--- src/rtl/y86_fetch_queue.sv ---
// Y86-64 fetch stage: byte-granular circular prefetch queue, head-byte length decode,
// valid/ready instruction output. Optional retired-instruction counter under FETCH_STATS_EN.
module y86_fetch_queue #(
    parameter int ADDR_W      = 64,
    parameter int FETCH_BYTES = 2,
    parameter int BUF_DEPTH   = 16,
    parameter logic [ADDR_W-1:0] RESET_PC = {ADDR_W{1'b0}}
) (
    input  logic                     clk,
    input  logic                     rst_n,
    input  logic                     redirect_valid,
    input  logic [ADDR_W-1:0]        redirect_pc,
    output logic                     mem_req,
    output logic [ADDR_W-1:0]        mem_addr,
    input  logic                     mem_rvalid,
    input  logic [8*FETCH_BYTES-1:0] mem_rdata,
    input  logic                     mem_err,
    output logic                     out_valid,
    input  logic                     out_ready,
    output logic [3:0]               icode,
    output logic [3:0]               ifun,
    output logic [3:0]               rA,
    output logic [3:0]               rB,
    output logic [63:0]              valC,
    output logic [ADDR_W-1:0]        valP,
    output logic                     instr_valid,
    output logic                     imem_error,
    output logic                     halted,
    output logic [31:0]              instr_count
);
    localparam int IW = $clog2(BUF_DEPTH);
    localparam int CW = IW + 1;

    function automatic logic [3:0] f_len(input logic [3:0] ic);
        case (ic)
            4'h0, 4'h1, 4'h9:       f_len = 4'd1;
            4'h2, 4'h6, 4'hA, 4'hB: f_len = 4'd2;
            4'h3, 4'h4, 4'h5:       f_len = 4'd10;
            4'h7, 4'h8:             f_len = 4'd9;
            default:                f_len = 4'd1;
        endcase
    endfunction

    function automatic logic f_legal(input logic [3:0] ic, input logic [3:0] fn);
        case (ic)
            4'h0, 4'h1, 4'h3, 4'h4, 4'h5, 4'h8, 4'h9, 4'hA, 4'hB: f_legal = (fn == 4'h0);
            4'h2, 4'h7:                                           f_legal = (fn <= 4'h6);
            4'h6:                                                 f_legal = (fn <= 4'h3);
            default:                                              f_legal = 1'b0;
        endcase
    endfunction

    logic [7:0]        r_buf [BUF_DEPTH];
    logic [IW-1:0]     r_head;
    logic [CW-1:0]     r_count;
    logic [ADDR_W-1:0] r_head_pc;
    logic [ADDR_W-1:0] r_fetch_pc;
    logic              r_outstanding;
    logic              r_drop;
    logic              r_err_pend;
    logic              r_halted;

    logic [7:0]        w_b [10];
    logic [3:0]        w_icode;
    logic [3:0]        w_ifun;
    logic [3:0]        w_len;
    logic              w_legal;
    logic              w_avail_ok;
    logic              w_err_out;
    logic              w_out_valid;
    logic              w_fire;
    logic              w_pop;
    logic              w_halt_set;
    logic [CW-1:0]     w_free;
    logic              w_req;
    logic              w_rsp_live;
    logic              w_push;

    // Window of the ten bytes starting at the queue head (longest instruction).
    always_comb begin
        for (int k = 0; k < 10; k++) begin
            w_b[k] = r_buf[r_head + IW'(k)];
        end
    end

    assign w_icode     = w_b[0][7:4];
    assign w_ifun      = w_b[0][3:0];
    assign w_len       = f_len(w_icode);
    assign w_legal     = f_legal(w_icode, w_ifun);
    assign w_avail_ok  = (r_count >= CW'(w_len));
    // A pending fault is reported only once the head cannot be completed from buffered bytes.
    assign w_err_out   = r_err_pend && !w_avail_ok;
    assign w_out_valid = !r_halted && !redirect_valid && (w_avail_ok || r_err_pend);
    assign w_fire      = w_out_valid && out_ready;
    assign w_pop       = w_fire && !w_err_out;
    assign w_halt_set  = w_fire && (w_err_out || (w_icode == 4'h0) || !w_legal);
    assign w_free      = CW'(BUF_DEPTH) - r_count;
    assign w_req       = rst_n && !redirect_valid && !r_outstanding && !r_drop && !r_halted
                         && !r_err_pend && (w_free >= CW'(FETCH_BYTES));
    assign w_rsp_live  = rst_n && mem_rvalid && r_outstanding && !r_drop && !redirect_valid;
    assign w_push      = w_rsp_live && !mem_err;

    assign mem_req   = w_req;
    assign mem_addr  = r_fetch_pc;
    assign out_valid = w_out_valid;
    assign halted    = r_halted;

    // Response bytes land at the tail; pops never overlap the tail region written here.
    always_ff @(posedge clk) begin
        if (w_push) begin
            for (int k = 0; k < FETCH_BYTES; k++) begin
                r_buf[r_head + IW'(r_count) + IW'(k)] <= mem_rdata[8*k +: 8];
            end
        end
    end

    // Queue pointers, PCs and fetch/stop control.
    always_ff @(posedge clk) begin
        if (!rst_n) begin
            r_head        <= {IW{1'b0}};
            r_count       <= {CW{1'b0}};
            r_head_pc     <= RESET_PC;
            r_fetch_pc    <= RESET_PC;
            r_outstanding <= 1'b0;
            r_drop        <= (r_outstanding || r_drop) && !mem_rvalid;
            r_err_pend    <= 1'b0;
            r_halted      <= 1'b0;
        end else if (redirect_valid) begin
            r_count       <= {CW{1'b0}};
            r_head_pc     <= redirect_pc;
            r_fetch_pc    <= redirect_pc;
            r_outstanding <= 1'b0;
            r_drop        <= (r_outstanding || r_drop) && !mem_rvalid;
            r_err_pend    <= 1'b0;
            r_halted      <= 1'b0;
        end else begin
            if (w_req) begin
                r_outstanding <= 1'b1;
                r_fetch_pc    <= r_fetch_pc + ADDR_W'(FETCH_BYTES);
            end
            if (mem_rvalid) begin
                if (r_drop) begin
                    r_drop <= 1'b0;
                end else if (r_outstanding) begin
                    r_outstanding <= 1'b0;
                    if (mem_err) begin
                        r_err_pend <= 1'b1;
                    end
                end
            end
            r_count <= r_count + (w_push ? CW'(FETCH_BYTES) : {CW{1'b0}})
                               - (w_pop ? CW'(w_len) : {CW{1'b0}});
            if (w_pop) begin
                r_head    <= r_head + IW'(w_len);
                r_head_pc <= r_head_pc + ADDR_W'(w_len);
            end
            if (w_halt_set) begin
                r_halted <= 1'b1;
            end
        end
    end

    // Decoded view of the head instruction, or the fault record.
    always_comb begin
        icode       = w_icode;
        ifun        = w_ifun;
        rA          = 4'hF;
        rB          = 4'hF;
        valC        = 64'h0;
        valP        = r_head_pc + ADDR_W'(w_len);
        instr_valid = w_legal;
        imem_error  = 1'b0;
        if (w_err_out) begin
            icode       = 4'h0;
            ifun        = 4'h0;
            valP        = r_head_pc;
            instr_valid = 1'b0;
            imem_error  = 1'b1;
        end else begin
            if ((w_len == 4'd2) || (w_len == 4'd10)) begin
                rA = w_b[1][7:4];
                rB = w_b[1][3:0];
            end else begin
                rA = 4'hF;
                rB = 4'hF;
            end
            case (w_icode)
                4'h3, 4'h4, 4'h5: valC = {w_b[9], w_b[8], w_b[7], w_b[6],
                                          w_b[5], w_b[4], w_b[3], w_b[2]};
                4'h7, 4'h8:       valC = {w_b[8], w_b[7], w_b[6], w_b[5],
                                          w_b[4], w_b[3], w_b[2], w_b[1]};
                default:          valC = 64'h0;
            endcase
        end
    end

`ifdef FETCH_STATS_EN
    logic [31:0] r_instr_count;

    // Counts accepted, legal, non-faulted instructions; survives redirects.
    always_ff @(posedge clk) begin
        if (!rst_n) begin
            r_instr_count <= 32'h0;
        end else if (w_fire && !w_err_out && w_legal) begin
            r_instr_count <= r_instr_count + 32'h1;
        end else begin
            r_instr_count <= r_instr_count;
        end
    end

    assign instr_count = r_instr_count;
`else
    assign instr_count = 32'h0;
`endif

endmodule
--- config.mk ---
export PLATFORM = sky130hd
export DESIGN_NAME = y86_fetch_queue
export DESIGN_NICKNAME = d
export VERILOG_FILES = /design/src/rtl/y86_fetch_queue.sv
export SDC_FILE = /design/constraint.sdc
export NUM_CORES = 1
export LEC_CHECK = 0
export CORE_MARGIN = 5
export CORE_UTILIZATION = 40
export DETAILED_ROUTE_END_ITERATION = 12
export PLACE_DENSITY = 0.6
export SYNTH_ARGS = -nofsm -noshare
export SYNTH_HDL_FRONTEND = slang
export SYNTH_SLANG_ARGS = --single-unit
--- constraint.sdc ---
create_clock -name clk -period 8 [get_ports clk]
set_input_delay 1.6 -clock clk [delete_from_list [all_inputs] [get_ports clk]]
set_output_delay 1.6 -clock clk [all_outputs]
set_load 0.02 [all_outputs]
Word-level counts from Yosys, hierarchy flattened

Memories as Yosys holds them, arrays and structs flattened. A register that Yosys moved wholly into a read port is not among the register bits.
Index checks and enable logic that the tools add are counted.

Flip-flop bits (word level): 141
Bits in latches: 0
Bits in writable memories: 128
Bits in read-only memories: 48
Bits of input ports: 86
Output and inout port bits: 245
Logic and storage cells: 121
Memories kept: 2

Memories:

| memory           | depth | bits a word | read ports | clocked after memory_dff | write ports | RTL line | RTL |
|---|---|---|---|---|---|---|---|
| r_buf            | 16    | 8           | 10         | 1                        | 2           | 53       | `logic [7:0] r_buf [BUF_DEPTH];` |
| (name not given) | 16    | 3           | 1          | 0                        | 0           | 35       | `case (ic)` |

$add $sub $neg: 17
Multipliers: 0
Div/mod/pow operators: 0
$lt $le $gt $ge: 4
Eq/ne operators: 14
Shift-type cells: 0
Mux-type cells: 29
Bitwise gates (word level): 3
Reduce and logical (&&, ||, !) cells: 44

Operator list:

| operator                                                          | count |
|---|---|
| 2-to-1 mux 64 bit                                                 | 6 |
| one-hot mux 64 bit (2 select lines)                               | 1 |
| adder 64 x 2 -> 64 bit, second input constant                     | 1 |
| adder 64 x 4 -> 64 bit                                            | 1 |
| 2-to-1 mux 4 bit                                                  | 9 |
| == test 4 bit, second input constant                              | 5 |
| logical AND 1 bit                                                 | 18 |
| adder 4 x 3 -> 4 bit, second input constant                       | 4 |
| == test 4 x 3 -> 1 bit, second input constant                     | 4 |
| == test 4 x 2 -> 1 bit, second input constant                     | 3 |
| 2-to-1 mux 1 bit                                                  | 11 |
| logical NOT 1 bit                                                 | 10 |
| OR reduction 9 bit                                                | 1 |
| adder 4 x 1 -> 4 bit, second input constant                       | 2 |
| adder 4 x 2 -> 4 bit, second input constant                       | 2 |
| adder 4 bit                                                       | 2 |
| adder 4 bit, second input constant                                | 2 |
| logical NOT 4 bit                                                 | 2 |
| OR reduction 2 bit                                                | 3 |
| adder 5 x 2 -> 5 bit                                              | 1 |
| greater-or-equal comparator 5 x 2 -> 1 bit, second input constant | 1 |
| greater-or-equal comparator 5 x 4 -> 1 bit                        | 1 |
| logical OR 1 bit                                                  | 5 |
| subtractor 5 x 4 -> 5 bit                                         | 1 |
| other kinds (12)                                                  | 15 |

Logic depth before layout (Yosys ltp)

Depth in word-level cells: 11
Mapped depth: 22
Mapped depth without buffers: 20

Worst setup path before layout

OpenSTA, ideal clock, no wires.

Path type: flip-flop to output port
Start point: register with a tool-made name
End point: output port valP[52]
Arrival: 4.451 ns
Required time: 6.400 ns
Setup slack: 1.949 ns
Stages on the path, launching flop included: 18
Buffers on the path: 4
Cell sequence: dfxtp_1 buf_6 buf_8 mux4_2 nand2_1 nand4_4 or4_4 nand3_1 ha_1 a31oi_1 nor2_1 nand2_1 or4_1 buf_2 nand2b_1 buf_6 or3_1 xnor2_1

RTL lines:

| item             | RTL line | RTL |
|---|---|---|
| end: declaration | 25       | `output logic [ADDR_W-1:0] valP,` |

==> impl_metrics.json <==
{
  "status": "finished, final reports clean",
  "met1_usage": 0.3670,
  "met2_usage": 0.4305,
  "placedCellCount": 3093,
  "grt_pass1_vias": 19240,
  "dieArea_sq_mm": 0.06050,
  "power_density_mw_per_mm2": 251.0,
  "ctsHoldBuffers": 0,
  "vias": 20260,
  "hp-class": "flop to flop",
  "synth.top_cell.area_share": 0.2184,
  "rr_endpoint": "r_count[2]$_SDFF_PP0_",
  "synth-edff-count": 129,
  "cp.depth": 14,
  "synthFlopType": "dfxtp_1",
  "cts_tree": "built",
  "critPathCapture": "valP[52]",
  "drt-pass1-iter-count": 6,
  "insertion_delay_ps": 550,
  "stdcell_count": 3155,
  "syn_inst": 2185,
  "wl_per_cell_um": 26.86,
  "r2r_cells": 19,
  "drv_cap": 0,
  "globalRoute.totalOverflow": 0,
  "grt_max_degree": 91,
  "wl_um": 84740,
  "antenna_found_initial": 2,
  "drv_slew": 0,
  "critical-path-max-stage-delay_ps": 690,
  "start_util": 0.4043,
  "yosys-top-cells-area": "mux4_2 (22%), edfxtp_1 (17%), dfxtp_1 (13%), mux2_2 (7.0%), nand2_1 (3.9%)",
  "finalSetupViolCount": 0,
  "yosysUniqueCellTypes": 81,
  "rsz0062_at_grt": "false",
  "synth.yosys.seq_area_share": 0.3034,
  "r2r_setup_slack_ps": 1780,
  "ys_warn_count": 0,
  "critPathArrivalTime_ps": 6060,
  "relSlewSlack": 0.1788,
  "fmax_ghz": 0.1305,
  "io_pins": 331,
  "grt_usage": 0.2671,
  "ant_nets": 0,
  "io_buffer_count": 298,
  "chipHeight_um": 246.0,
  "dpl.hpwl_um": 64190,
  "setup.worst_path.end_class": "output port",
  "post-route-period-util": 0.9581,
  "cp_slowest_cell": "or4_1",
  "routabilityCongestion": 0.9706,
  "finalClockSkew_ps": 23.88,
  "synth_seq_cells": 273,
  "crit_path_start_kind": "flop",
  "rows": 86,
  "drtIter0Drc": 2268,
  "hold_violations": 0,
  "cts.reportedPaths.clkPinSlew_ps": 60,
  "synth_top_cell_by_area": "mux4_2",
  "vdd.ir_drop.worst_mv": 0.1698,
  "fp.dieW_um": 246.0,
  "numCtsBuffers": 34,
  "vias_per_cell": 6.422,
  "grt_pass1_wl_um": 124800,
  "path_class": "flop to output port",
  "avgSynthCellArea_sq_um": 10.19,
  "syn_to_final_growth_pct": 20.13,
  "crit_chain": "mux4_1 -> a22o_1 -> a221oi_4 -> or4_4 -> nand3_1 -> ha_1 -> a31oi_1 -> nor2_1 -> nand2_1 -> or4_1 -> nand2b_1 -> or3_1 -> xnor2_1 -> clkdlybuf4s50_1",
  "netlist_area_sq_mm": 0.02227,
  "core-area_sq_mm": 0.05509,
  "route.detailed.drc": 0,
  "drive_above_1_share": 0.2074,
  "worstMarginPinSlew_ps": 1231,
  "p_leak_uw": 0.008861,
  "cp_max_fo": 10,
  "top_usage_layer": "met2",
  "crit_buf_inv": 1,
  "finalNetCount": 2498,
  "cp_top_family": "simple AND/OR/NAND/NOR gates",
  "worst_ep_required_time_ps": 6400,
  "cts_buffer_depth": 3,
  "cts-root-buf": "clkbuf_16",
  "finalSetupTns_ps": 0,
  "synthArstFlopShare": 0,
  "clkSinkCount": 273,
  "grt_util_met3": 0.06053,
  "period_minus_slack_ps": 7665,
  "cts-htree-levels": 2
}
timing repair:
| action | in CTS | in global routing |
|---|---|---|
| hold endpoints to repair | 0 | 0 |
| setup buffers | 0 | 0 |
| gates resized for setup | 0 | 2 |
| setup endpoints to repair | 0 | 5 |
state kept, by name (all words and copies together), names as in the netlist, named ones only:
| name | count |
|---|---|
| r_drop | 1 |
| r_head_pc | 64 |
| r_head | 4 |
| r_err_pend | 1 |
| r_outstanding | 1 |
| halted | 1 |
| r_buf | 128 |
| r_count | 5 |
| mem_addr | 64 |
through the flow:
stage / utilization / setup WS [ps] / power (uW) / instance area (sq um) / hold slack [ps]
2_1_floorplan: - / 1949 / 3906 / 22390 / 461.5
3_3_place_gp: 0.4665 / 915.7 / 5140 / 25700 / 479.4
3_5_place_dp: 0.4665 / 783.1 / 5190 / 25700 / 489.4
4_1_cts: 0.4856 / 177.6 / 6702 / 26750 / 497.2
5_1_grt: 0.4857 / 47.70 / 7005 / 26760 / 513.3
6_report: 0.4857 / 335.3 / 6715 / 26760 / 488.5
worst min path at each step:
stage | from | to | cells past startpoint
after floorplan | r_err_pend$_SDFFE_PP0P_ | r_err_pend$_SDFFE_PP0P_ | 2
after global placement | mem_addr[0]$_SDFFE_PN0P_ | mem_addr[0]$_SDFFE_PN0P_ | 2
after detailed placement | mem_addr[0]$_SDFFE_PN0P_ | mem_addr[0]$_SDFFE_PN0P_ | 2
after CTS | mem_addr[0]$_SDFFE_PN0P_ | mem_addr[0]$_SDFFE_PN0P_ | 2
after global routing | mem_addr[0]$_SDFFE_PN0P_ | mem_addr[0]$_SDFFE_PN0P_ | 2
final | mem_addr[0]$_SDFFE_PN0P_ | mem_addr[0]$_SDFFE_PN0P_ | 2
placed cells by master (no fill, tap or decap), types with 64 or more instances in the layout:
cell	Yosys	routed
a21oi_1	99	99
a22oi_1	64	64
clkdlybuf4s50_1	0	296
dfxtp_1	144	140
edfxtp_1	129	129
mux2_2	139	139
mux4_2	216	216
nand2_1	231	231
nor2_1	200	199
o21ai_0	73	71
synth_stat cells, types with 7 or more instances:
master,instances
mux2_2,139
xor2_1,55
buf_1,20
a21oi_1,99
a31oi_1,46
and2_1,20
or2_2,7
mux2i_1,12
nor2_1,200
nand2_1,231
buf_4,33
nor3_1,53
nand4_1,48
a211oi_1,17
nand2b_1,12
and3_1,28
o31a_1,8
a22oi_1,64
o21ai_0,73
inv_1,30
clkbuf_1,120
edfxtp_1,129
a21boi_0,7
a21o_1,8
o21a_1,8
or4_1,9
a32oi_1,15
dfxtp_1,144
buf_6,8
or3_1,17
o311ai_0,10
ha_1,26
nor4_1,21
nand3_1,57
xnor2_1,65
mux4_2,216
and4_1,15
buf_2,26
tightest hold or removal path, delay by kind of cell (launching register included):
| family | cells | cell delay (ps) |
|---|---|---|
| AO/OA/AOI/OAI | 1 | 50 |
| flip-flops | 1 | 320 |
| AND/OR/NAND/NOR | 1 | 60 |
power breakdown:
part / leakage [uW] / switching, uW / total [uW] / internal (uW)
logic: 0.00599 / 2000 / 3550 / 1550
registers: 0.00235 / 137 / 1660 / 1520
clock network: 0.000519 / 651 / 1510 / 855
total: 0.00886 / 2790 / 6720 / 3930
per-layer routing:
layer	up-vias	part of all wire
met2	1304	0.46
met5	-	0
met1	10030	0.39
met4	0	0.028
met3	162	0.12
li1	8766	-
area by class of cell:
class	count	area, sq um
Inverter	34	130.1
Clock inverter	14	122.6
Clock buffer	47	930.9
Sequential cell	273	6764
Multi-Input combinational cell	1701	14590
Timing Repair Buffer	337	3281
Antenna cell	1	2.502
Fill cell	5099	28340
Tap cell	748	935.9
logic make-up after synthesis:
family | count (synthesis) | share of synthesized area
XOR/XNOR | 120 | 0.04719
multiplexers | 370 | 0.2969
AND/OR/NAND/NOR | 749 | 0.1632
AO/OA/AOI/OAI | 399 | 0.1190
other | 1 | 0.0001684
buffers and inverters | 242 | 0.05101
flip-flops | 273 | 0.3034
adder cells (fa/ha/maj) | 31 | 0.01910
Power figures use the tool's default switching activity.
